### src/rtl/disp_scan_driver_if.sv
// Bundle between the scan driver and its host/segment-mux side.
// The host drives load/value/en; the driver returns the per-slot digit code and status.
interface disp_scan_driver_if;
   logic        load;
   logic [15:0] value;
   logic        en;
   logic [4:0]  data;
   logic [1:0]  sel;
   logic        frame_tick;
   logic        pending;

   modport master (
      output load, value, en,
      input  data, sel, frame_tick, pending
   );

   modport slave (
      input  load, value, en,
      output data, sel, frame_tick, pending
   );
endinterface

### src/rtl/disp_scan_driver.sv
// Four-digit seven-segment scan driver with frame-synchronous double buffering.
// Optional feature: define LEADING_ZERO_BLANK_EN to blank leading zero digits 1..3.
module disp_scan_driver #(
   parameter int CLK_DIV = 50000
) (
   input  logic               clk,
   input  logic               rst_n,
   disp_scan_driver_if.slave  bus
);

   localparam int DIV_W = (CLK_DIV > 2) ? $clog2(CLK_DIV) : 1;
   localparam logic [DIV_W-1:0] DIV_LAST = DIV_W'(CLK_DIV - 1);

   logic [DIV_W-1:0] div_cnt;
   logic [1:0]       sel_q;
   logic [15:0]      shadow;
   logic [15:0]      active;
   logic             pending_q;
   logic [4:0]       data_q;
   logic             tick_q;

   logic             adv;
   logic             fb;
   logic [1:0]       sel_nxt;
   logic [15:0]      active_nxt;
   logic             pending_nxt;
   logic [4:0]       data_nxt;
   logic [3:0]       digit;
   logic             blank;

   assign adv     = (div_cnt == DIV_LAST);
   assign fb      = adv && (sel_q == 2'd3);
   assign sel_nxt = adv ? sel_q + 2'd1 : sel_q;

   // A load coinciding with the boundary commits the older shadow and stays pending.
   assign active_nxt  = (fb && pending_q) ? shadow : active;
   assign pending_nxt = bus.load ? 1'b1 : (fb ? 1'b0 : pending_q);

   always_comb begin
      digit    = 4'h0;
      blank    = 1'b0;
      data_nxt = 5'h1F;
      case (sel_nxt)
         2'd0:    digit = active_nxt[3:0];
         2'd1:    digit = active_nxt[7:4];
         2'd2:    digit = active_nxt[11:8];
         default: digit = active_nxt[15:12];
      endcase
`ifdef LEADING_ZERO_BLANK_EN
      case (sel_nxt)
         2'd1:    blank = (active_nxt[15:4] == 12'h000);
         2'd2:    blank = (active_nxt[15:8] == 8'h00);
         2'd3:    blank = (active_nxt[15:12] == 4'h0);
         default: blank = 1'b0;
      endcase
`else
      blank = 1'b0;
`endif
      if (bus.en && !blank) begin
         data_nxt = {1'b0, digit};
      end
   end

   always_ff @(posedge clk or negedge rst_n) begin
      if (!rst_n) begin
         div_cnt   <= '0;
         sel_q     <= 2'd0;
         shadow    <= 16'h0000;
         active    <= 16'h0000;
         pending_q <= 1'b0;
         data_q    <= 5'h00;
         tick_q    <= 1'b0;
      end else begin
         div_cnt   <= adv ? '0 : div_cnt + DIV_W'(1);
         sel_q     <= sel_nxt;
         if (bus.load) begin
            shadow <= bus.value;
         end
         active    <= active_nxt;
         pending_q <= pending_nxt;
         data_q    <= data_nxt;
         tick_q    <= fb;
      end
   end

   assign bus.sel        = sel_q;
   assign bus.data       = data_q;
   assign bus.pending    = pending_q;
   assign bus.frame_tick = tick_q;

endmodule

### src/flat_wrapper.sv
// flat-port wrapper written by rule: the top's interface ports become plain ports
module disp_scan_driver_flat 
#(
   parameter int CLK_DIV = 50000
)
  (clk, rst_n, bus_load, bus_value, bus_en, bus_data, bus_sel, bus_frame_tick, bus_pending);
  disp_scan_driver_if bus_i ();
  input  logic clk;
  input  logic rst_n;
  input wire logic [$bits(bus_i.load)-1:0] bus_load;
  input wire logic [$bits(bus_i.value)-1:0] bus_value;
  input wire logic [$bits(bus_i.en)-1:0] bus_en;
  output wire logic [$bits(bus_i.data)-1:0] bus_data;
  output wire logic [$bits(bus_i.sel)-1:0] bus_sel;
  output wire logic [$bits(bus_i.frame_tick)-1:0] bus_frame_tick;
  output wire logic [$bits(bus_i.pending)-1:0] bus_pending;
  assign bus_i.load = bus_load;
  assign bus_i.value = bus_value;
  assign bus_i.en = bus_en;
  assign bus_data = bus_i.data;
  assign bus_sel = bus_i.sel;
  assign bus_frame_tick = bus_i.frame_tick;
  assign bus_pending = bus_i.pending;
  disp_scan_driver #(.CLK_DIV(CLK_DIV)) u_core (.clk(clk), .rst_n(rst_n), .bus(bus_i));
endmodule
### config.mk
export PLATFORM = sky130hd
export DESIGN_NAME = disp_scan_driver_flat
export DESIGN_NICKNAME = d
export VERILOG_FILES = /design/src/rtl/disp_scan_driver_if.sv /design/src/rtl/disp_scan_driver.sv /design/src/flat_wrapper.sv
export SDC_FILE = /design/constraint.sdc
export NUM_CORES = 1
export LEC_CHECK = 0
export CORE_MARGIN = 3
export CORE_UTILIZATION = 55
export CTS_CLUSTER_DIAMETER = 200
export CTS_CLUSTER_SIZE = 12
export DETAILED_ROUTE_END_ITERATION = 10
export HOLD_SLACK_MARGIN = 0.08
export PLACE_DENSITY = 0.86
export RECOVER_POWER = 100
export SYNTH_ARGS = -nofsm -noshare
export SYNTH_HDL_FRONTEND = slang
export SYNTH_SLANG_ARGS = --single-unit
### constraint.sdc
create_clock -name clk -period 6.22 [get_ports clk]
set_input_delay 1.866 -clock clk [delete_from_list [all_inputs] [get_ports clk]]
set_output_delay 1.866 -clock clk [all_outputs]
set_load 0.005 [all_outputs]
**Yosys cells after proc, flatten, opt, wreduce, memory -nomap -nowiden**

Index checks and enable logic that the tools add are counted.

- Add/sub/neg operators: 2
- Eq/ne operators: 4
- Muxes and demuxes: 7
- Reductions and logical operators: 4

Operators with widths:

| operator | number |
|---|---|
| two-way mux 16 bit | 2 |
| adder 16 x 1 -> 16 bit, second input constant | 1 |
| equality test 16 bit, second input constant | 1 |
| one-hot mux 4 bit (3 select lines) | 1 |
| two-way mux 5 bit | 1 |
| equality test 2 bit, second input constant | 2 |
| adder 2 x 1 -> 2 bit, second input constant | 1 |
| equality test 2 x 1 -> 1 bit, second input constant | 1 |
| logical AND 1 bit | 2 |
| logical NOT 2 bit | 1 |
| two-way mux 1 bit | 2 |
| two-way mux 2 bit | 1 |
| nonzero test 2 bit | 1 |

- Bits in registers: 57

**Longest topological paths before layout**

Gate-level depths: netlist (run 1).

- Word-level depth: 6
- Mapped depth: 9
- Depth with buffers taken out: 8

**Worst setup path before layout (run 1)**

OpenSTA, ideal clock, no wires.

- Path type: input port to flip-flop
- From: input port bus_load
- To: register u_core.shadow[10]
- Data arrival time: 2.850 ns
- Required time: 6.095 ns
- Setup slack: 3.245 ns
- Stages: 3
- Path buffers: 2
- Cells stage by stage: clkbuf_1 > clkbuf_1 > mux2_2

RTL lines:

| what | line | source |
|---|---|---|
| start, declared | flat_wrapper.sv:10 | `input wire logic [$bits(bus_i.load)-1:0] bus_load;` |
| end signal, assigned | disp_scan_driver.sv:77 | `shadow <= bus.value;` |
| end, declared | disp_scan_driver.sv:16 | `logic [15:0] shadow;` |

No word-level cell between the ends.

**Worst setup path in the final report (run 1)**

- From: register u_core.div_cnt[12]
- To: register u_core.data_q[0] (netlist: u_core.bus.data[0])

- Longest elaborated chain between the ends: 6

RTL lines:

| what | line | source |
|---|---|---|
| start, declared | disp_scan_driver.sv:14 | `logic [DIV_W-1:0] div_cnt;` |
| start signal, assigned | disp_scan_driver.sv:74 | `div_cnt <= adv ? '0 : div_cnt + DIV_W'(1);` |
| equality test 16 bit | disp_scan_driver.sv:31 | `assign adv = (div_cnt == DIV_LAST);` |
| logical AND 1 bit | disp_scan_driver.sv:32 | `assign fb = adv && (sel_q == 2'd3);` |
| logical AND 1 bit | disp_scan_driver.sv:36 | `assign active_nxt = (fb && pending_q) ? shadow : active;` |
| two-way mux 16 bit | disp_scan_driver.sv:36 |  |
| named net u_core.active_nxt[8] | disp_scan_driver.sv:25 | `logic [15:0] active_nxt;` |
| one-hot mux 4 bit (3 select lines) | disp_scan_driver.sv:43 | `case (sel_nxt)` |
| two-way mux 5 bit | disp_scan_driver.sv:59 | `if (bus.en && !blank) begin` |
| named net u_core.data_nxt[0] | disp_scan_driver.sv:27 | `logic [4:0] data_nxt;` |
| end signal, assigned | disp_scan_driver.sv:81 | `data_q <= data_nxt;` |
| end, declared | disp_scan_driver.sv:19 | `logic [4:0] data_q;` |

The timed path passes the listed nets, and every way through them passes these cells.
A chain may end at the register's enable or synchronous reset.

==> results of run 1 <==
==> layer usage <==
layer  up-vias  GRT usage  share of wire
li1        709          -              -
met1       767      0.247           0.42
met2        45      0.330           0.52
met3        11     0.0399          0.041
met4         0      0.125          0.023
met5         -          0              0
==> metrics by stage <==
stage	utilization	power (uW)	hold slack [ps]	cell area [um^2]
6_report	0.697	738	468	2890
5_1_grt	0.697	767	473	2890
4_1_cts	0.712	746	458	2950
3_5_place_dp	0.668	436	450	2770
3_3_place_gp	0.668	433	439	2770
2_1_floorplan	-	409	425	2460
==> placed cells by master, fill, tap and decap left out <==
cell type	Yosys	final
dlygate4sd3_1	0	11
mux2_2	30	21
nor3_1	12	12
o21ai_0	1	1
a21oi_1	1	1
nor2b_1	2	2
mux2i_1	2	3
and4_1	2	2
nor4b_1	1	1
or3_1	1	1
xor2_1	6	6
buf_4	0	1
inv_1	2	2
nand4_1	1	1
xnor2_1	8	9
clkdlybuf4s50_1	0	16
clkinv_1	1	1
nor4b_2	1	1
a21o_1	1	1
buf_2	0	1
nand3_1	6	7
mux2_1	0	12
and3_1	4	4
nor3_2	2	2
clkbuf_8	0	12
dfrtp_1	57	57
and2_0	0	1
o41ai_1	3	3
clkinv_2	0	3
a211oi_1	1	2
and2_1	2	1
nor4bb_1	2	2
nor2_1	11	11
nand2_1	6	6
ha_1	2	2
inv_4	1	1
==> power groups by stage <==
stage | registers, uW | clock network, uW | logic [uW]
after floorplan | 394 | 0 | 14.9
after global placement | 396 | 0 | 37.7
after detailed placement | 396 | 0 | 39.5
after CTS | 390 | 317 | 39.8
after global routing | 390 | 335 | 41.7
final | 389 | 311 | 37.6
==> cell type report <==
cell class,count,area share
clock buffer,12,0.0572
tap,50,0.0217
inverter,4,0.00606
clock inverter,3,0.00520
sequential,57,0.494
timing repair buffer,29,0.0979
multi-input combinational,115,0.318
==> state kept, by name (all words and copies together), names as in the netlist <==
name / cells
u_core.bus.frame_tick: 1
u_core.active: 16
u_core.bus.data: 5
u_core.shadow: 16
u_core.div_cnt: 16
u_core.bus.pending: 1
u_core.bus.sel: 2
==> cell families after synthesis <==
family / synth area share
flops: 0.580
buf+inv: 0.0209
xor+xnor: 0.0611
simple gates: 0.128
fa+ha+maj: 0.0102
mux: 0.173
compound gates: 0.0260
==> worst min path at each step <==
stage | from | end | slack, ps | depth (start not counted)
after global routing | u_core.div_cnt[0] | u_core.div_cnt[0] | 470 | 1
after CTS | u_core.div_cnt[0] | u_core.div_cnt[0] | 460 | 1
final | u_core.div_cnt[0] | u_core.div_cnt[0] | 470 | 1
after global placement | u_core.div_cnt[0] | u_core.div_cnt[0] | 440 | 1
after floorplan | u_core.div_cnt[0] | u_core.div_cnt[0] | 430 | 1
after detailed placement | u_core.div_cnt[0] | u_core.div_cnt[0] | 450 | 1
==> out/metrics.yaml, run 1 <==
status:
  outcome: "finished, final reports clean"
finish:
  regArea_mm2: 0.00143
  area_growth_pct: 17.6
  diodes: 0
  multi_input_area_um2: 920
  num-nets-final: 238
  layout-drive-gt1-share: 0.191
  stdcell_count: 270
  nFillCells: 285
placed_design:
  place_congestion: 0.851
  dp_cells: 255
  post-dp-hpwl_um: 3180
  post-place-ws_ps: 2800
  io_buffer_count: 28
sta:
  worst_pin_slew_ps: 919
  rsz0062_at_grt: "false"
  timing.slew.headroom: 0.385
  fin_crit_ps: 3280
  finalSetupTns_ps: 0
  setup_viol: 0
  hold_viol_final: 0
  finalMaxSlewViolations: 0
  setup_slack_ps: 2940
  max_freq_mhz: 305
  skew_ps: 11.9
  fin_crit_sh: 0.528
worst_setup_path:
  crit_fanout: 19
  cp.required_ps: 6440
  crit_chain: "nor4bb_1, and4_1, nand3_1, mux2_1, nor3_1, o41ai_1"
  rr_startpoint: "u_core.div_cnt[12]"
  cp_slowest_cell: "nand3_1"
  critPathCapture: "u_core.bus.data[0]"
  crit_type: "flip-flop to flip-flop"
  critical_path.top_delay_family: "simple AND/OR/NAND/NOR gates"
  cp.arrival_ps: 3500
  slowest_delay_ps: 760
  start_kind: "flip-flop"
  startpoint: "u_core.div_cnt[12]"
  cp.depth: 6
  r2r_cells: 6
  cp_num_buf_inv: 0
  crit_path_end_kind: "flip-flop"
  r2r_setup_slack_ps: 2940
  r2r-end: "u_core.bus.data[0]"
synth:
  yosysSeqAreaShare: 0.580
  synth_edf_count: 0
  synth_top_area_frac: 0.580
  synth_cell_types: 35
  synthCells: 181
  yosys.area.top_type: "dfrtp_1"
  synth_common_cells: "dfrtp_1, mux2_2, nor3_1, nor2_1, xnor2_1"
  synth_most_common_cell: "dfrtp_1"
  async_flop_share: 1.00
  ys_ff_latch: 57
  yosysWarnings: 0
  syn_nets: 203
  avgSynthCellArea_um2: 13.6
  synth_top_flop_cell: "dfrtp_1"
  synth_area_mm2: 0.00246
  synth_area_leaders: "dfrtp_1, mux2_2, xnor2_1, nor3_1, xor2_1"
floorplan:
  rows: 23
  die-area_mm2: 0.00531
  io_pins: 29
  fp.dieW_um: 72.8
  die_y_um: 72.8
  core_area_mm2: 0.00414
  start_util: 0.593
clocking:
  tritoncts: "built"
  clk_pin_slew_ps: 70
  clock_path_buffers: 2
  clkLatencyLatePin_ps: 340
  cts_made_buffers: 9
  cts_root_buf: "clkbuf_8"
  hold_buffers: 0
  post_cts_buffers: 0
  cts_sinks: 57
  htreeDepth: 3
  cts-resized-gates: 0
global_route:
  grt_usage: 0.202
  grt_pass1_vias: 1671
  antenna_found_initial: 0
  grt_pass1_wl_um: 7830
  overflow: 0
  grt_max_degree: 58
power_and_ir_drop:
  power_frac_comb: 0.051
  leakage_uw: 0.00133
  clkPwrFrac: 0.422
  p_sw_frac: 0.216
  sequentialPowerShare: 0.527
  intPower_uw: 579
  power_density_mw_per_mm2: 255
  ir_drop_mv: 0.179
  p_sw_uw: 159
route:
  vias: 1532
  initialDrtViolationCount: 99
  drt_first_pass_iters: 4
  drc: 0
  routed_wl_um: 4600
  antenna_left: 0
  routedWlPerCell_um: 17.0
  avgViaCountPerCell: 5.67
flow_run:
  cap_violations: 0
worst_hold_path:
  hp-class: "flip-flop to flip-flop"
No activity file was read; power rests on OpenSTA's default activity.
==> inputs of run 2 (changes only) <==
--- a/config.mk
+++ b/config.mk
@@ -6,12 +6,12 @@
 export NUM_CORES = 1
 export LEC_CHECK = 0
 export CORE_MARGIN = 3
-export CORE_UTILIZATION = 55
+export CORE_UTILIZATION = 49
 export CTS_CLUSTER_DIAMETER = 200
 export CTS_CLUSTER_SIZE = 12
 export DETAILED_ROUTE_END_ITERATION = 10
 export HOLD_SLACK_MARGIN = 0.08
-export PLACE_DENSITY = 0.86
+export PLACE_DENSITY = 0.81
 export RECOVER_POWER = 100
 export SYNTH_ARGS = -nofsm -noshare
 export SYNTH_HDL_FRONTEND = slang
==> constraint.sdc (replaced) <==
create_clock -name clk -period 2.8 [get_ports clk]
set_input_delay 0.84 -clock clk [delete_from_list [all_inputs] [get_ports clk]]
set_output_delay 0.84 -clock clk [all_outputs]
set_load 0.005 [all_outputs]
==> run 2 against run 1 <==
Compared with the run above:
- worst setup slack got worse by 2700 ps
- clock-buffer cell count decreased by 1
- core utilization decreased by 7.5 points
- via count decreased by 2.5%
- wire length decreased by 11%
- worst hold slack got worse by 7.9 ps
- sequential power increased by 120%
- largest cell class unchanged
- critical path depth increased by 1
- die area increased by 11%
==> out/metrics.yaml, run 2 (synthesized netlist as in run 1, its figures left out) <==
route:
  vias: 1494
  avgViaCountPerCell: 5.15
  drt_first_pass_iters: 4
  antenna_left: 0
  drc: 0
  initialDrtViolationCount: 85
  routedWlPerCell_um: 14.2
  routed_wl_um: 4110
global_route:
  overflow: 0
  antenna_found_initial: 0
  grt_max_degree: 58
  grt_usage: 0.162
  grt_pass1_wl_um: 7460
  grt_pass1_vias: 1583
floorplan:
  die_y_um: 76.8
  fp.dieW_um: 76.8
  io_pins: 29
  start_util: 0.513
  core_area_mm2: 0.00479
  die-area_mm2: 0.00590
  rows: 25
sta:
  timing.slew.headroom: 0.104
  finalMaxSlewViolations: 0
  hold_viol_final: 0
  setup_viol: 0
  fin_crit_ps: 2510
  fin_crit_sh: 0.897
  finalSetupTns_ps: 0
  skew_ps: 12.1
  rsz0062_at_grt: "false"
  max_freq_mhz: 398
  worst_pin_slew_ps: 1340
placed_design:
  post-dp-hpwl_um: 2830
  place_congestion: 0.761
  dpl_cell_area_mm2: 0.00281
  io_buffer_count: 28
worst_setup_path:
  crit_fanout: 9
  r2r_setup_slack_ps: 290
  crit_type: "flip-flop to flip-flop"
  start_kind: "flip-flop"
  r2r-end: "u_core.bus.data[2]"
  cp_slowest_cell: "and4_1"
  critPathCapture: "u_core.bus.data[2]"
  crit_chain: "nor4bb_1, and4_1, mux2i_4, inv_2, mux2i_1, a211oi_1, or3_1"
  r2r_cells: 7
  rr_startpoint: "u_core.div_cnt[5]"
  slowest_delay_ps: 490
  crit_path_end_kind: "flip-flop"
  cp.required_ps: 3020
  startpoint: "u_core.div_cnt[5]"
  cp.arrival_ps: 2730
clocking:
  hold_buffers: 0
  tritoncts: "built"
  clkLatencyLatePin_ps: 340
  htreeDepth: 3
  post_cts_buffers: 0
  cts_root_buf: "clkbuf_8"
  cts_made_buffers: 9
  clock_path_buffers: 2
  clk_pin_slew_ps: 60
  cts-resized-gates: 0
  cts_sinks: 57
flow_run:
  cap_violations: 0
finish:
  layout_commonest_cell: "dfrtp_1"
  nFillCells: 378
  biggestRegsByFlops: "u_core.active x16, u_core.div_cnt x16, u_core.shadow x16"
  final_cell_mix: "dfrtp_1, mux2_2, clkdlybuf4s50_1"
  layout-drive-gt1-share: 0.220
  area_growth_pct: 21.2
  diodes: 0
  regArea_mm2: 0.00143
  multi_input_area_um2: 968
  stdcell_area_mm2: 0.00298
  num-nets-final: 240
power_and_ir_drop:
  clkPwrFrac: 0.443
  power_frac_comb: 0.049
  power_density_mw_per_mm2: 571
  p_sw_frac: 0.216
  intPower_uw: 1330
  p_sw_uw: 368
  leakage_uw: 0.00133
  sequentialPowerShare: 0.508
  ir_drop_mv: 0.332
status:
  outcome: "finished, final reports clean"
worst_hold_path:
  hp-class: "flip-flop to flip-flop"
[run 2: routing by layer]
layer	up-vias	part of all wire	wire length, um	global-route usage
met3	6	0.051	208	0.0493
met5	-	0	0	0
met2	31	0.46	1910	0.235
met1	734	0.47	1920	0.215
li1	723	-	-	-
met4	0	0.018	73	0.0924
[run 2: power groups by stage]
stage	clock (uW)	combinational, uW	sequential [uW]
after floorplan	0	33.0	876
after global placement	0	86.0	881
after detailed placement	0	88.6	881
after CTS	772	88.9	865
after global routing	808	93.2	867
final	753	83.4	864
[run 2: per-stage QoR]
| step | hold WS (ps) | utilization | worst slack, ps | cells | power, uW |
|---|---|---|---|---|---|
| floorplan | 425 | - | 672 | 181 | 909 |
| global placement | 434 | 0.586 | 318 | 274 | 967 |
| detailed placement | 460 | 0.586 | 310 | 274 | 969 |
| CTS | 468 | 0.627 | 302 | 290 | 1730 |
| global route | 501 | 0.622 | 95.0 | 290 | 1770 |
| finish | 460 | 0.622 | 287 | 290 | 1700 |
[run 2: worst max-delay path, delay by kind of cell, from the launching register on]
kind | cells | cell delay [ps]
DFF | 1 | 440
muxes | 2 | 600
AOI/OAI and AO/OA | 1 | 80
and+or+nand+nor | 3 | 1100
buffers and inverters | 1 | 170
[run 2: worst min-delay path by stage]
stage	start	end	slack, ps	cells after the start
floorplan	u_core.div_cnt[0]	u_core.div_cnt[0]	430	1
detailed placement	u_core.div_cnt[0]	u_core.div_cnt[0]	460	1
finish	u_core.div_cnt[0]	u_core.div_cnt[0]	460	1
global placement	u_core.div_cnt[0]	u_core.div_cnt[0]	430	1
global route	u_core.div_cnt[0]	u_core.div_cnt[0]	500	1
CTS	u_core.div_cnt[0]	u_core.div_cnt[0]	470	1
[run 2: area by class of cell]
cell class,count,share of cell area
multi-input combinational,115,0.325
tap,67,0.0282
clock inverter,5,0.0185
clock buffer,11,0.0475
inverter,4,0.00504
timing repair buffer,31,0.0966
sequential,57,0.479
